File: config.mk
export PLATFORM = sky130hd
export DESIGN_NAME = cv32e40p_compressed_tmr_voter
export DESIGN_NICKNAME = d
export VERILOG_FILES = /design/src/rtl/cv32e40p_pkg.sv /design/src/rtl/cv32e40p_tmr_lane_monitor.sv /design/src/rtl/cv32e40p_compressed_tmr_voter.sv
export SDC_FILE = /design/constraint.sdc
export NUM_CORES = 1
export LEC_CHECK = 0
export CAP_MARGIN = 20
export CORE_ASPECT_RATIO = 0.6
export CORE_MARGIN = 2
export CORE_UTILIZATION = 46
export CTS_CLUSTER_DIAMETER = 60
export CTS_CLUSTER_SIZE = 12
export DETAILED_ROUTE_END_ITERATION = 8
export PLACE_DENSITY = 0.8
export SYNTH_ARGS = -nofsm -noshare
export SYNTH_HDL_FRONTEND = slang
export SYNTH_SLANG_ARGS = --single-unit
File: constraint.sdc
create_clock -name clk -period 2.3 [get_ports clk]
set_input_delay 0.46 -clock clk [delete_from_list [all_inputs] [get_ports clk]]
set_output_delay 0.46 -clock clk [all_outputs]
set_load 0.05 [all_outputs]
File: src/rtl/cv32e40p_pkg.sv
`default_nettype none
// ============================================================================
// Module      : cv32e40p_pkg
// Description : Shared types and constants for the triple-redundant
//               compressed-decoder voter.
//               - c_lane_word_w : width of one lane word
//                                 {illegal, is_compressed, instr[31:0]}
//               - lane_state_e  : per-lane health state
//               - lowest_lane   : 1-based index of the lowest set bit of a
//                                 3-bit lane mask (0 when the mask is empty)
// Revision    : 1.0 - initial release
// ============================================================================
package cv32e40p_pkg;

    localparam int unsigned c_lane_word_w = 34;

    typedef enum logic [1:0] {
        LANE_OK      = 2'd0,
        LANE_SUSPECT = 2'd1,
        LANE_FAILED  = 2'd2
    } lane_state_e;

    function automatic logic [1:0] lowest_lane(input logic [2:0] mask);
        logic [1:0] idx;
        idx = 2'd0;
        if (mask[0]) begin
            idx = 2'd1;
        end else if (mask[1]) begin
            idx = 2'd2;
        end else if (mask[2]) begin
            idx = 2'd3;
        end
        return idx;
    endfunction

endpackage
`default_nettype wire

File: src/rtl/cv32e40p_tmr_lane_monitor.sv
`default_nettype none
// ============================================================================
// Module      : cv32e40p_tmr_lane_monitor
// Description : Health monitor for one voter lane. Tracks the lane state
//               (OK / SUSPECT / FAILED), the run of consecutive mismatches
//               and a saturating total mismatch counter.
// Ports       : clk, rst_n      - clock, synchronous active-low reset
//               i_clear        - return to OK and zero all counters
//               i_upd          - an input word was accepted this cycle
//               i_mismatch     - this lane disagreed with the voted word
//               o_state        - current lane state
//               o_err_cnt      - saturating mismatch counter
//               o_enter_fail   - lane becomes FAILED at the next edge
//               o_failed_next  - lane will be FAILED after the next edge
// Revision    : 1.0 - initial release
// ============================================================================
module cv32e40p_tmr_lane_monitor
    import cv32e40p_pkg::*;
#(
    parameter int unsigned FAIL_THRESH = 3,
    parameter int unsigned CNT_W       = 8
) (
    input  logic             clk,
    input  logic             rst_n,
    input  logic             i_clear,
    input  logic             i_upd,
    input  logic             i_mismatch,
    output lane_state_e      o_state,
    output logic [CNT_W-1:0] o_err_cnt,
    output logic             o_enter_fail,
    output logic             o_failed_next
);

    localparam logic [3:0]       c_thresh  = 4'(FAIL_THRESH);
    localparam logic [CNT_W-1:0] c_cnt_max = '1;

    lane_state_e      r_state;
    lane_state_e      w_state_nxt;
    logic [3:0]       r_run;
    logic [3:0]       w_run_nxt;
    logic [3:0]       w_run_inc;
    logic [CNT_W-1:0] r_cnt;
    logic [CNT_W-1:0] w_cnt_nxt;

    // The run only matters below the threshold, so holding at 15 is enough.
    assign w_run_inc = (r_run == 4'hF) ? r_run : r_run + 4'd1;

    always_comb begin
        w_state_nxt = r_state;
        w_run_nxt   = r_run;
        w_cnt_nxt   = r_cnt;
        if (i_clear) begin
            // Clear wins over any simultaneous update.
            w_state_nxt = LANE_OK;
            w_run_nxt   = '0;
            w_cnt_nxt   = '0;
        end else if (i_upd) begin
            if (i_mismatch) begin
                w_cnt_nxt = (r_cnt == c_cnt_max) ? r_cnt : r_cnt + CNT_W'(1);
                w_run_nxt = w_run_inc;
                case (r_state)
                    // OK goes straight to FAILED when the threshold is 1.
                    LANE_OK, LANE_SUSPECT:
                        w_state_nxt = (w_run_inc >= c_thresh) ? LANE_FAILED : LANE_SUSPECT;
                    LANE_FAILED:
                        w_state_nxt = LANE_FAILED;
                    default:
                        w_state_nxt = LANE_OK;
                endcase
            end else begin
                w_run_nxt = '0;
                if (r_state == LANE_SUSPECT) begin
                    w_state_nxt = LANE_OK;
                end
            end
        end
    end

    always_ff @(posedge clk) begin
        if (!rst_n) begin
            r_state <= LANE_OK;
            r_run   <= '0;
            r_cnt   <= '0;
        end else begin
            r_state <= w_state_nxt;
            r_run   <= w_run_nxt;
            r_cnt   <= w_cnt_nxt;
        end
    end

    assign o_state       = r_state;
    assign o_err_cnt     = r_cnt;
    assign o_failed_next = (w_state_nxt == LANE_FAILED);
    assign o_enter_fail  = (w_state_nxt == LANE_FAILED) && (r_state != LANE_FAILED);

endmodule
`default_nettype wire

File: src/rtl/cv32e40p_compressed_tmr_voter.sv
`default_nettype none
// ============================================================================
// Module      : cv32e40p_compressed_tmr_voter
// Description : Bitwise 2-of-3 majority voter for three redundant compressed
//               instruction decoders, with a one-entry valid/ready output
//               register, per-lane health monitoring, a fault-report
//               handshake and a sticky fatal flag.
// Ports       : clk, rst_n                 - clock, sync active-low reset
//               instr_k_i, is_compressed_k_i,
//               illegal_instr_k_i (k=1..3) - per-lane decoder results
//               valid_i / ready_o          - input handshake
//               valid_o / ready_i          - output handshake
//               instr_o, is_compressed_o,
//               illegal_instr_o            - registered voted result
//               lane_state_o[k-1]          - state of lane k
//               err_cnt_o[k-1]             - mismatch counter of lane k
//               alarm_req_o / alarm_lane_o /
//               alarm_ack_i                - failed-lane report handshake
//               fatal_o                    - sticky loss of majority
//               clear_i                    - clear monitoring and fatal
// Revision    : 1.0 - initial release
// ============================================================================
module cv32e40p_compressed_tmr_voter
    import cv32e40p_pkg::*;
#(
    parameter int unsigned FAIL_THRESH = 3,
    parameter int unsigned CNT_W       = 8
) (
    input  logic                  clk,
    input  logic                  rst_n,
    input  logic [31:0]           instr_1_i,
    input  logic [31:0]           instr_2_i,
    input  logic [31:0]           instr_3_i,
    input  logic                  is_compressed_1_i,
    input  logic                  is_compressed_2_i,
    input  logic                  is_compressed_3_i,
    input  logic                  illegal_instr_1_i,
    input  logic                  illegal_instr_2_i,
    input  logic                  illegal_instr_3_i,
    input  logic                  valid_i,
    output logic                  ready_o,
    output logic                  valid_o,
    input  logic                  ready_i,
    output logic [31:0]           instr_o,
    output logic                  is_compressed_o,
    output logic                  illegal_instr_o,
    output logic [2:0][1:0]       lane_state_o,
    output logic [2:0][CNT_W-1:0] err_cnt_o,
    output logic                  alarm_req_o,
    output logic [1:0]            alarm_lane_o,
    input  logic                  alarm_ack_i,
    output logic                  fatal_o,
    input  logic                  clear_i
);

    logic [2:0][c_lane_word_w-1:0] w_lane;
    logic [c_lane_word_w-1:0]      w_voted;
    logic                          w_accept;
    logic                          w_all_diff;
    logic                          w_multi_fail;
    logic [2:0]                    w_enter_fail;
    logic [2:0]                    w_failed_next;
    lane_state_e                   w_state [3];

    logic                          r_valid;
    logic [c_lane_word_w-1:0]      r_word;
    logic [2:0]                    r_pend;
    logic [2:0]                    w_pend_nxt;
    logic [2:0]                    w_ack_mask;
    logic [1:0]                    r_cur;
    logic [1:0]                    w_cur_nxt;
    logic                          r_fatal;
    logic                          w_fatal_nxt;

    assign w_lane[0] = {illegal_instr_1_i, is_compressed_1_i, instr_1_i};
    assign w_lane[1] = {illegal_instr_2_i, is_compressed_2_i, instr_2_i};
    assign w_lane[2] = {illegal_instr_3_i, is_compressed_3_i, instr_3_i};

    assign w_voted = (w_lane[0] & w_lane[1]) |
                     (w_lane[1] & w_lane[2]) |
                     (w_lane[0] & w_lane[2]);

    assign ready_o  = !r_valid || ready_i;
    assign w_accept = valid_i && ready_o;

    assign w_all_diff = (w_lane[0] != w_lane[1]) &&
                        (w_lane[1] != w_lane[2]) &&
                        (w_lane[0] != w_lane[2]);

    // Output register: holds while valid_o && !ready_i.
    always_ff @(posedge clk) begin
        if (!rst_n) begin
            r_valid <= 1'b0;
            r_word  <= '0;
        end else if (w_accept) begin
            r_valid <= 1'b1;
            r_word  <= w_voted;
        end else if (ready_i) begin
            r_valid <= 1'b0;
        end
    end

    assign valid_o         = r_valid;
    assign instr_o         = r_word[31:0];
    assign is_compressed_o = r_word[32];
    assign illegal_instr_o = r_word[33];

    for (genvar k = 0; k < 3; k++) begin : g_lane
        cv32e40p_tmr_lane_monitor #(
            .FAIL_THRESH (FAIL_THRESH),
            .CNT_W       (CNT_W)
        ) u_mon (
            .clk           (clk),
            .rst_n         (rst_n),
            .i_clear       (clear_i),
            .i_upd         (w_accept),
            .i_mismatch    (w_lane[k] != w_voted),
            .o_state       (w_state[k]),
            .o_err_cnt     (err_cnt_o[k]),
            .o_enter_fail  (w_enter_fail[k]),
            .o_failed_next (w_failed_next[k])
        );
        assign lane_state_o[k] = w_state[k];
    end

    // Judged on the post-update states so lanes failing together are caught
    // on the cycle they fail.
    assign w_multi_fail = (w_failed_next[0] & w_failed_next[1]) |
                          (w_failed_next[1] & w_failed_next[2]) |
                          (w_failed_next[0] & w_failed_next[2]);

    always_comb begin
        w_ack_mask = 3'b000;
        if (alarm_ack_i) begin
            case (r_cur)
                2'd1:    w_ack_mask = 3'b001;
                2'd2:    w_ack_mask = 3'b010;
                2'd3:    w_ack_mask = 3'b100;
                default: w_ack_mask = 3'b000;
            endcase
        end
        // A new failure outranks an ack for the same lane.
        w_pend_nxt = (r_pend & ~w_ack_mask) | w_enter_fail;
        // The presented lane is held until acked, even if a lower lane
        // becomes pending meanwhile.
        if ((r_cur != 2'd0) && !alarm_ack_i) begin
            w_cur_nxt = r_cur;
        end else begin
            w_cur_nxt = lowest_lane(w_pend_nxt);
        end
        w_fatal_nxt = r_fatal | (w_accept && (w_multi_fail || w_all_diff));
        if (clear_i) begin
            w_pend_nxt  = 3'b000;
            w_cur_nxt   = 2'd0;
            w_fatal_nxt = 1'b0;
        end
    end

    always_ff @(posedge clk) begin
        if (!rst_n) begin
            r_pend  <= 3'b000;
            r_cur   <= 2'd0;
            r_fatal <= 1'b0;
        end else begin
            r_pend  <= w_pend_nxt;
            r_cur   <= w_cur_nxt;
            r_fatal <= w_fatal_nxt;
        end
    end

    assign alarm_req_o  = (r_cur != 2'd0);
    assign alarm_lane_o = r_cur;
    assign fatal_o      = r_fatal;

endmodule
`default_nettype wire

==> run metrics, run 1 <==
Max clock buf depth 2; register area share after synthesis 0.242; input/output buffers 177; DP HPWL between 20 and 25 mm; largest net degree at the start of global routing 37; hold buffer count at cts 0; dominant synthesized flop cell dfxtp_1; placed cells between 1000 and 1500; YS warnings 0; clock sinks 83; CTS buffer count 9; Syn Inst Count 787; syn_nets about 1000; Stop stage global routing; # IOs 178; num rows 34; ys async rst share 0; global route overflow 2; post-place instance area 10800 um^2; outcome stopped before the end; Post-synth EDFFs 0; Die W 162 um; leading post-synthesis cells by cell area dfxtp_1 (24%), ha_1 (20%), nor4_1 (8.7%); Initial Utilization 0.472; synth cell count leaders ha_1 (108), nor4_1 (96), dfxtp_1 (83); Synth Cell Area a little under 7000 um^2; GPL Wtd Cong approximately 1.1; CTS Root Cell clkbuf_16; Die Ht 98.7 um; Error [ERROR GRT-0232] Routing congestion too high. Check the congestion heatmap in the GUI.; flops & latches, synth 83; # H-tree levels 3; Post-Syn Area per Cell between 8 and 9 um^2; top-count cell post-synth ha_1; post-synthesis cell type count 64; Yosys top cell by area dfxtp_1; pre-CTS setup slack -1.18 ns; GRT Total Usage 0.660; share of the synthesized area in the top cell type 0.242
==> metrics by stage <==
step	util	hold WS, ns
after CTS	0.889	0.488
after detailed placement	0.743	0.480
after global placement	0.743	0.461
after floorplan	-	0.450
==> cells by family after synthesis <==
family | after synthesis | share of synthesized area
buf+inv | 35 | 0.0244
compound gates | 177 | 0.195
xor+xnor | 68 | 0.0866
mux | 3 | 0.00437
flops | 83 | 0.242
simple gates | 313 | 0.251
fa+ha+maj | 108 | 0.197
==> metal layers <==
metal,global-route usage,overflow
met1,0.672,0
met2,0.851,1
met3,0.513,0
met4,0.600,1
met5,0.0848,0
==> what timing repair did <==
action                                  CTS
endpoints found under the setup margin   48
pin swaps                               120
setup buffers                            28
cloned                                    1
gates resized for setup                 672
==> inputs of run 2 (changes only) <==
Settings changed: CORE_ASPECT_RATIO 0.6 to unset, CORE_UTILIZATION 46 to 37, CTS_CLUSTER_DIAMETER 60 to unset, CTS_CLUSTER_SIZE 12 to unset, PLACE_DENSITY 0.8 to unset, PLACE_DENSITY_LB_ADDON set to 0.15.
Clock period 2.3 ns to 3 ns, I/O delays scaled along.
==> run 2 against run 1 <==
- the flow now finishes without violations
- synthesized area unchanged
- synthesized cell count unchanged
==> run metrics, run 2 <==
Max IR drop VDD between 0.0003 and 0.0004 V; num rows 49 (+44%); pre-CTS setup slack -0.772 ns (+0.407 ns); Max stage delay on crit path around 0.48 ns; Die W 140 um (-13%); flops & latches, synth 83 (unchanged); worst reg-to-reg setup slack roughly 0.8 ns; Avg Vias per Cell 5.65; reg2reg start g_lane[2].u_mon.r_run[0]$_SDFFE_PP0P_; Final nets around 1400; Largest Register r_word; slew at the pin with the worst max-slew slack a little over 0.6 ns; hold buffer count at cts 0 (unchanged); Worst Setup Slack, final between 0.03 and 0.04 ns; crit-path cells clkdlybuf4s50_1 -> ha_1 -> nor3_4 -> buf_4 -> xnor2_1 -> nor4_2 -> nand3_1 -> o21a_4 -> buf_4 -> nand4_1 -> xor2_1 -> nor2_1; # H-tree levels 3 (unchanged); YS warnings 0 (unchanged); final max-slew violation count 0; Hold EP g_lane[2].u_mon.o_err_cnt[6]$_SDFFE_PP0P_; Yosys top cell by area dfxtp_1; register area share after synthesis 0.242 (unchanged); Power Dens Cells 328 nW/um^2; Core Area between 15000 and 20000 um^2; ys async rst share 0 (unchanged); Crit Path Class in -> reg; Max-Slew Margin vs Limit 0.588; CTS buffer count 9 (unchanged); total number of vias slightly above 8000; CTS clk-pin slew, worst paths around 0.070 ns; Max Freq 338 MHz; Post-Syn Area per Cell 8.73 um^2 (unchanged); Post-synth EDFFs 0 (unchanged); dominant synthesized flop cell dfxtp_1; crit end category flip-flop; GPL Wtd Cong 0.988 (-10%); Die Ht 140 um (+42%); Hold/Removal Path Class reg -> reg; Largest register FFs 34; GRT Total Usage 0.263; First-pass DRT Iterations 6; Final Cycle Share 0.988; clk_skew ~0.012 ns; leading post-synthesis cells by cell area dfxtp_1 (24%), ha_1 (20%), nor4_1 (8.7%); crit path time final 2.96 ns; Hold Fails Final Rpt 0; area grow syn2layout 76.9%; reg-to-reg endpoint alarm_lane_o[1]$_SDFFE_PP0N_; clock tree from TritonCTS done; commonest non-fill, non-tap cell in the layout buf_4; Layout fillers ~1400; synth cell count leaders ha_1 (108), nor4_1 (96), dfxtp_1 (83); ant diodes 0; global route overflow 0; most frequent cells in the layout buf_4 (246), clkdlybuf4s50_1 (104), dfxtp_1 (83); first-pass GRT wire length approximately 40 mm; input/output buffers 177 (unchanged); share of the synthesized area in the top cell type 0.242 (unchanged); Max clock buf depth 2 (unchanged); Crit path arrival time approximately 3.2 ns; WL per Instance ~19 um; Initial Utilization 0.380 (-0.0924); crit path max fanout 7; Synth Cell Area 6870 um^2 (unchanged); # IOs 178 (unchanged); vias in the first global route roughly 7700; Residual DRC 0; initial antenna violation count 0; clock sinks 83 (unchanged); syn_nets 1003 (unchanged); Pleak 5.25 nW; family with the most delay on the worst path simple AND/OR/NAND/NOR gates; Final ANT Viol Nets 0; outcome complete, no violations; post-layout util 0.672; Worst EP required about 3.2 ns; top-count cell post-synth ha_1; reg2reg path depth 10; die footprint just under 20000 um^2; post-synthesis cell type count 64 (unchanged); post-place instance area 10600 um^2 (-1.6%); CP max stage cell clkdlybuf4s50_1; # Max-Cap Violations 0; Worst path most repeated cell buf_4; Worst Hold Path Cells 2; CTS Root Cell clkbuf_16; total routed wirelength between 20 and 30 mm; layout cell share with drive strength beyond 1 0.357; final instance area between 10000 and 15000 um^2; DP HPWL 21.5 mm (-4.9%); min-delay src g_lane[2].u_mon.o_err_cnt[6]$_SDFFE_PP0P_; largest net degree at the start of global routing 38; drt initial violations ~440; Clock Latency Late Sink about 0.35 ns; Syn Inst Count 787 (unchanged); final setup violation count 0; CP Launch Type primary input; worst path bufs/invs 3
## run 2: cell counts after synthesis
No cell type changed its count.
## run 2: cell families after synthesis
group,count (synthesis),share of synthesized area
multiplexers,3,0.00437
AO/OA/AOI/OAI,177,0.195
flip-flops,83,0.242
AND/OR/NAND/NOR,313,0.251
adder cells (fa/ha/maj),108,0.197
buffers and inverters,35,0.0244
XOR/XNOR,68,0.0866
## run 2: worst max path at each step
stage / slack, ns / from / cells past startpoint / end
after floorplan: 0.34 / instr_2_i[13] / 9 / fatal_o$_SDFF_PP0_
after global placement: -0.75 / instr_2_i[12] / 13 / g_lane[0].u_mon.o_err_cnt[5]$_SDFFE_PP0P_
after detailed placement: -0.77 / instr_2_i[12] / 13 / fatal_o$_SDFF_PP0_
after CTS: -0.006 / instr_1_i[18] / 13 / fatal_o$_SDFF_PP0_
after global routing: -0.07 / instr_3_i[10] / 12 / g_lane[2].u_mon.o_err_cnt[5]$_SDFFE_PP0P_
final: 0.04 / instr_3_i[10] / 12 / g_lane[2].u_mon.o_err_cnt[5]$_SDFFE_PP0P_
## run 2: repair_timing
item | in CTS | in global routing
setup buffers | 1 | 4
gates resized for setup | 75 | 196
gates cloned | 0 | 0
endpoints found under the setup margin | 42 | 47
pin swaps | 14 | 37
## run 2: final cells by class
class,count,area (um^2),share of cell area
timing repair buffer,425,3760,0.309
sequential,83,1660,0.137
inverter,14,52.6,0.00432
clock buffer,9,225,0.0185
tap,229,287,0.0236
multi-input combinational,669,6110,0.502
clock inverter,6,65.1,0.00535
## run 2: metal layers
metal / share of wire / wire [um] / global-route usage / vias to the layer above
met5: 0 / 0 / 0 / -
met4: 0.043 / 1190 / 0.118 / 0
met3: 0.045 / 1250 / 0.0390 / 61
met2: 0.48 / 13300 / 0.452 / 277
met1: 0.43 / 11800 / 0.327 / 3814
li1: - / - / - / 3960
## run 2: where the power goes
group	leakage [nW]	internal [mW]	total, mW	switching [mW]
logic	4.43	0.798	1.67	0.873
clock network	0.142	0.642	1.12	0.478
registers	0.680	1.15	1.19	0.0388
## run 2: metrics by stage
stage | hold slack [ns] | TNS, ns | instances | total power, mW
2_1_floorplan | 0.450 | 0 | 787 | 1.90
3_3_place_gp | 0.469 | -22.50 | 1415 | 2.67
3_5_place_dp | 0.477 | -24.29 | 1415 | 2.67
4_1_cts | 0.487 | -0.00575 | 1431 | 3.85
5_1_grt | 0.514 | -0.423 | 1435 | 4.16
6_report | 0.477 | 0 | 1435 | 3.98
## run 2: worst min-delay path: stages (launching register included)
cell and delay (ns):
dfxtp_1 0.32, nand2_1 0.06, mux2i_1 0.05
(Power assumes the default switching activity.)
==> inputs of run 3 (changes only) <==
Clock period 3 ns to 2.7 ns, I/O delays scaled along.
==> run 3 against run 2 <==
- first-iteration DRC count increased by 23%
- routed wire length increased by 5.0%
- register-to-register slack got worse by 0.36 ns
- highest routed layer unchanged
- critical path type unchanged
- worst setup slack got worse by 0.017 ns
- final cell count increased by 2.0%
- global-route usage increased by 0.85 points
- critical path depth increased by 2
- count of clock-buffer cells in the layout increased by 2
- power increased by 13%
==> run metrics, run 3 (same netlist as run 2, synthesis figures left out) <==
outcome complete, no violations; Clock Latency Late Sink 0.34 ns (about the same); Core Area 18100 um^2 (unchanged); Crit Path Class in -> reg; slew at the pin with the worst max-slew slack 0.560 ns (-0.0564 ns); crit path time final about 2.7 ns; area grow syn2layout 83.4%; CTS buffer count 9 (unchanged); input/output buffers 177 (unchanged); Max-Slew Margin vs Limit 0.624 (+0.0359); # Max-Cap Violations 0 (unchanged); final setup violation count 0 (unchanged); most frequent cells in the layout buf_4 (266), dfxtp_1 (83), clkdlybuf4s50_1 (74); Initial Utilization 0.380 (unchanged); CP Launch Point instr_3_i[8]; first-pass GRT wire length 42.0 mm (+3.8%); WL per Instance 19.8 um (+3.0%); CTS clk-pin slew, worst paths 0.06 ns (about the same); total routed wirelength 28.9 mm (+5.0%); CP Launch Type primary input; Max stage delay on crit path 0.35 ns (-0.13 ns); clock sinks 83 (unchanged); global route overflow 0 (unchanged); CTS Root Cell clkbuf_16; Max clock buf depth 2 (unchanged); min-delay src r_pend[0]$_SDFF_PP0_; crit end category flip-flop; drt initial violations 545 (+23%); crit-path cells clkbuf_2 -> ha_2 -> buf_4 -> buf_4 -> o31a_1 -> o22ai_4 -> nor4_4 -> nand4_4 -> buf_6 -> o41ai_4 -> buf_6 -> or3_1 -> xor2_1 -> nor2_1; Worst Hold Slack 0.483 ns (+0.00602 ns); post-layout util 0.697 (+0.0248); Die Ht 140 um (unchanged); Largest register FFs 34 (unchanged); reg2reg start g_lane[2].u_mon.r_run[0]$_SDFFE_PP0P_; DP HPWL 21.4 mm (-0.51%); Final nets 1443 (+1.8%); GPL Wtd Cong 0.949 (-3.9%); hold buffer count at cts 0 (unchanged); Hold/Removal Path Class reg -> reg; layout cell share with drive strength beyond 1 0.462 (+0.106); Crit path arrival time 2.92 ns (-0.27 ns); die footprint 19700 um^2 (unchanged); total number of vias 8476 (+4.5%); Avg Vias per Cell 5.79 (+2.5%); crit path max fanout 7 (unchanged); vias in the first global route 8158 (+5.8%); largest net degree at the start of global routing 42 (+11%); Largest Register r_word; Final Cycle Share 0.992; num rows 49 (unchanged); CP max stage cell nor4_4; final max-slew violation count 0 (unchanged); Power Dens Cells 355 nW/um^2 (+8.5%); commonest non-fill, non-tap cell in the layout buf_4; RSZ-0062 raised after global routing true; GRT Total Usage 0.272 (+0.00855); Die W 140 um (unchanged); Max IR drop VDD 0.000292 V (-14%); Worst EP required 2.94 ns (-0.28 ns); Pleak 5.05 nW (-3.9%); clk_skew 0.00747 ns (-0.00427 ns); Hold Fails Final Rpt 0 (unchanged); initial antenna violation count 3 (+3); # H-tree levels 3 (unchanged); clock tree from TritonCTS done; Final ANT Viol Nets 0 (unchanged); Residual DRC 0 (unchanged); First-pass DRT Iterations 5 (-1); # IOs 178 (unchanged); Max Freq about 370 MHz
==> run 3: final cells by class <==
class / instances / area (um^2)
Sequential cell: 83 / 1660
Multi-Input combinational cell: 669 / 6780
Inverter: 14 / 52.6
Antenna cell: 3 / 7.51
Clock inverter: 4 / 26.3
Timing Repair Buffer: 450 / 3550
Tap cell: 229 / 287
Clock buffer: 11 / 243
Fill cell: 1367 / 5480
==> run 3: what timing repair did <==
item                       in CTS  in global routing
resized for setup             293                257
setup endpoints to repair      48                 47
cloned                          0                  0
setup buffers                  14                 16
pin swaps                      81                 82
==> run 3: final timing paths <==
kind                                                    end  slack (ns)  depth (start not counted)
hold reg to reg                        r_pend[0]$_SDFF_PP0_        0.48                          2
setup reg to reg               alarm_lane_o[1]$_SDFFE_PP0N_        0.46                         10
setup / recovery  g_lane[0].u_mon.o_err_cnt[5]$_SDFFE_PP0P_        0.02                         14
hold / removal                         r_pend[0]$_SDFF_PP0_        0.48                          2
==> run 3: layer usage <==
| metal | wire (um) | up-vias | track usage | share of wire |
|---|---|---|---|---|
| met1 | 11900 | 4026 | 0.332 | 0.41 |
| met3 | 1720 | 84 | 0.0414 | 0.059 |
| met5 | 0 | - | 0 | 0 |
| met4 | 1350 | 0 | 0.119 | 0.047 |
| met2 | 14000 | 357 | 0.474 | 0.48 |
| li1 | - | 4009 | - | - |
==> run 3: stage by stage <==
| step | area (um^2) | TNS [ns] | total power [mW] | setup WS, ns | instances |
|---|---|---|---|---|---|
| global route | 12600 | -0.758 | 4.66 | -0.0982 | 1463 |
| floorplan | 6870 | 0 | 2.11 | 0.105 | 787 |
| finish | 12600 | 0 | 4.48 | 0.0205 | 1463 |
| CTS | 11900 | 0 | 4.28 | 0.00375 | 1445 |
| detailed placement | 10700 | -37.32 | 2.98 | -1.06 | 1418 |
| global placement | 10700 | -37.21 | 2.97 | -1.01 | 1418 |
==> run 3: critical path: cells and delay by family <==
family                   cells  cell delay, ns
AND/OR/NAND/NOR              4            0.69
adder cells (fa/ha/maj)      1            0.18
XOR/XNOR                     1            0.14
AO/OA/AOI/OAI                3            0.66
buffers and inverters        5            0.71
==> run 3: where the power goes <==
| group | internal, mW | switching (mW) | total (mW) |
|---|---|---|---|
| Clock | 0.643 | 0.498 | 1.14 |
| Sequential | 1.28 | 0.0440 | 1.33 |
| Combinational | 0.955 | 1.06 | 2.01 |
| Total | 2.88 | 1.60 | 4.48 |
==> inputs of run 4 (changes only) <==
Settings changed: SLEW_MARGIN set to 10.
==> results of run 4 <==
The final DEF is identical to that of run 3; final timing and power are the same.
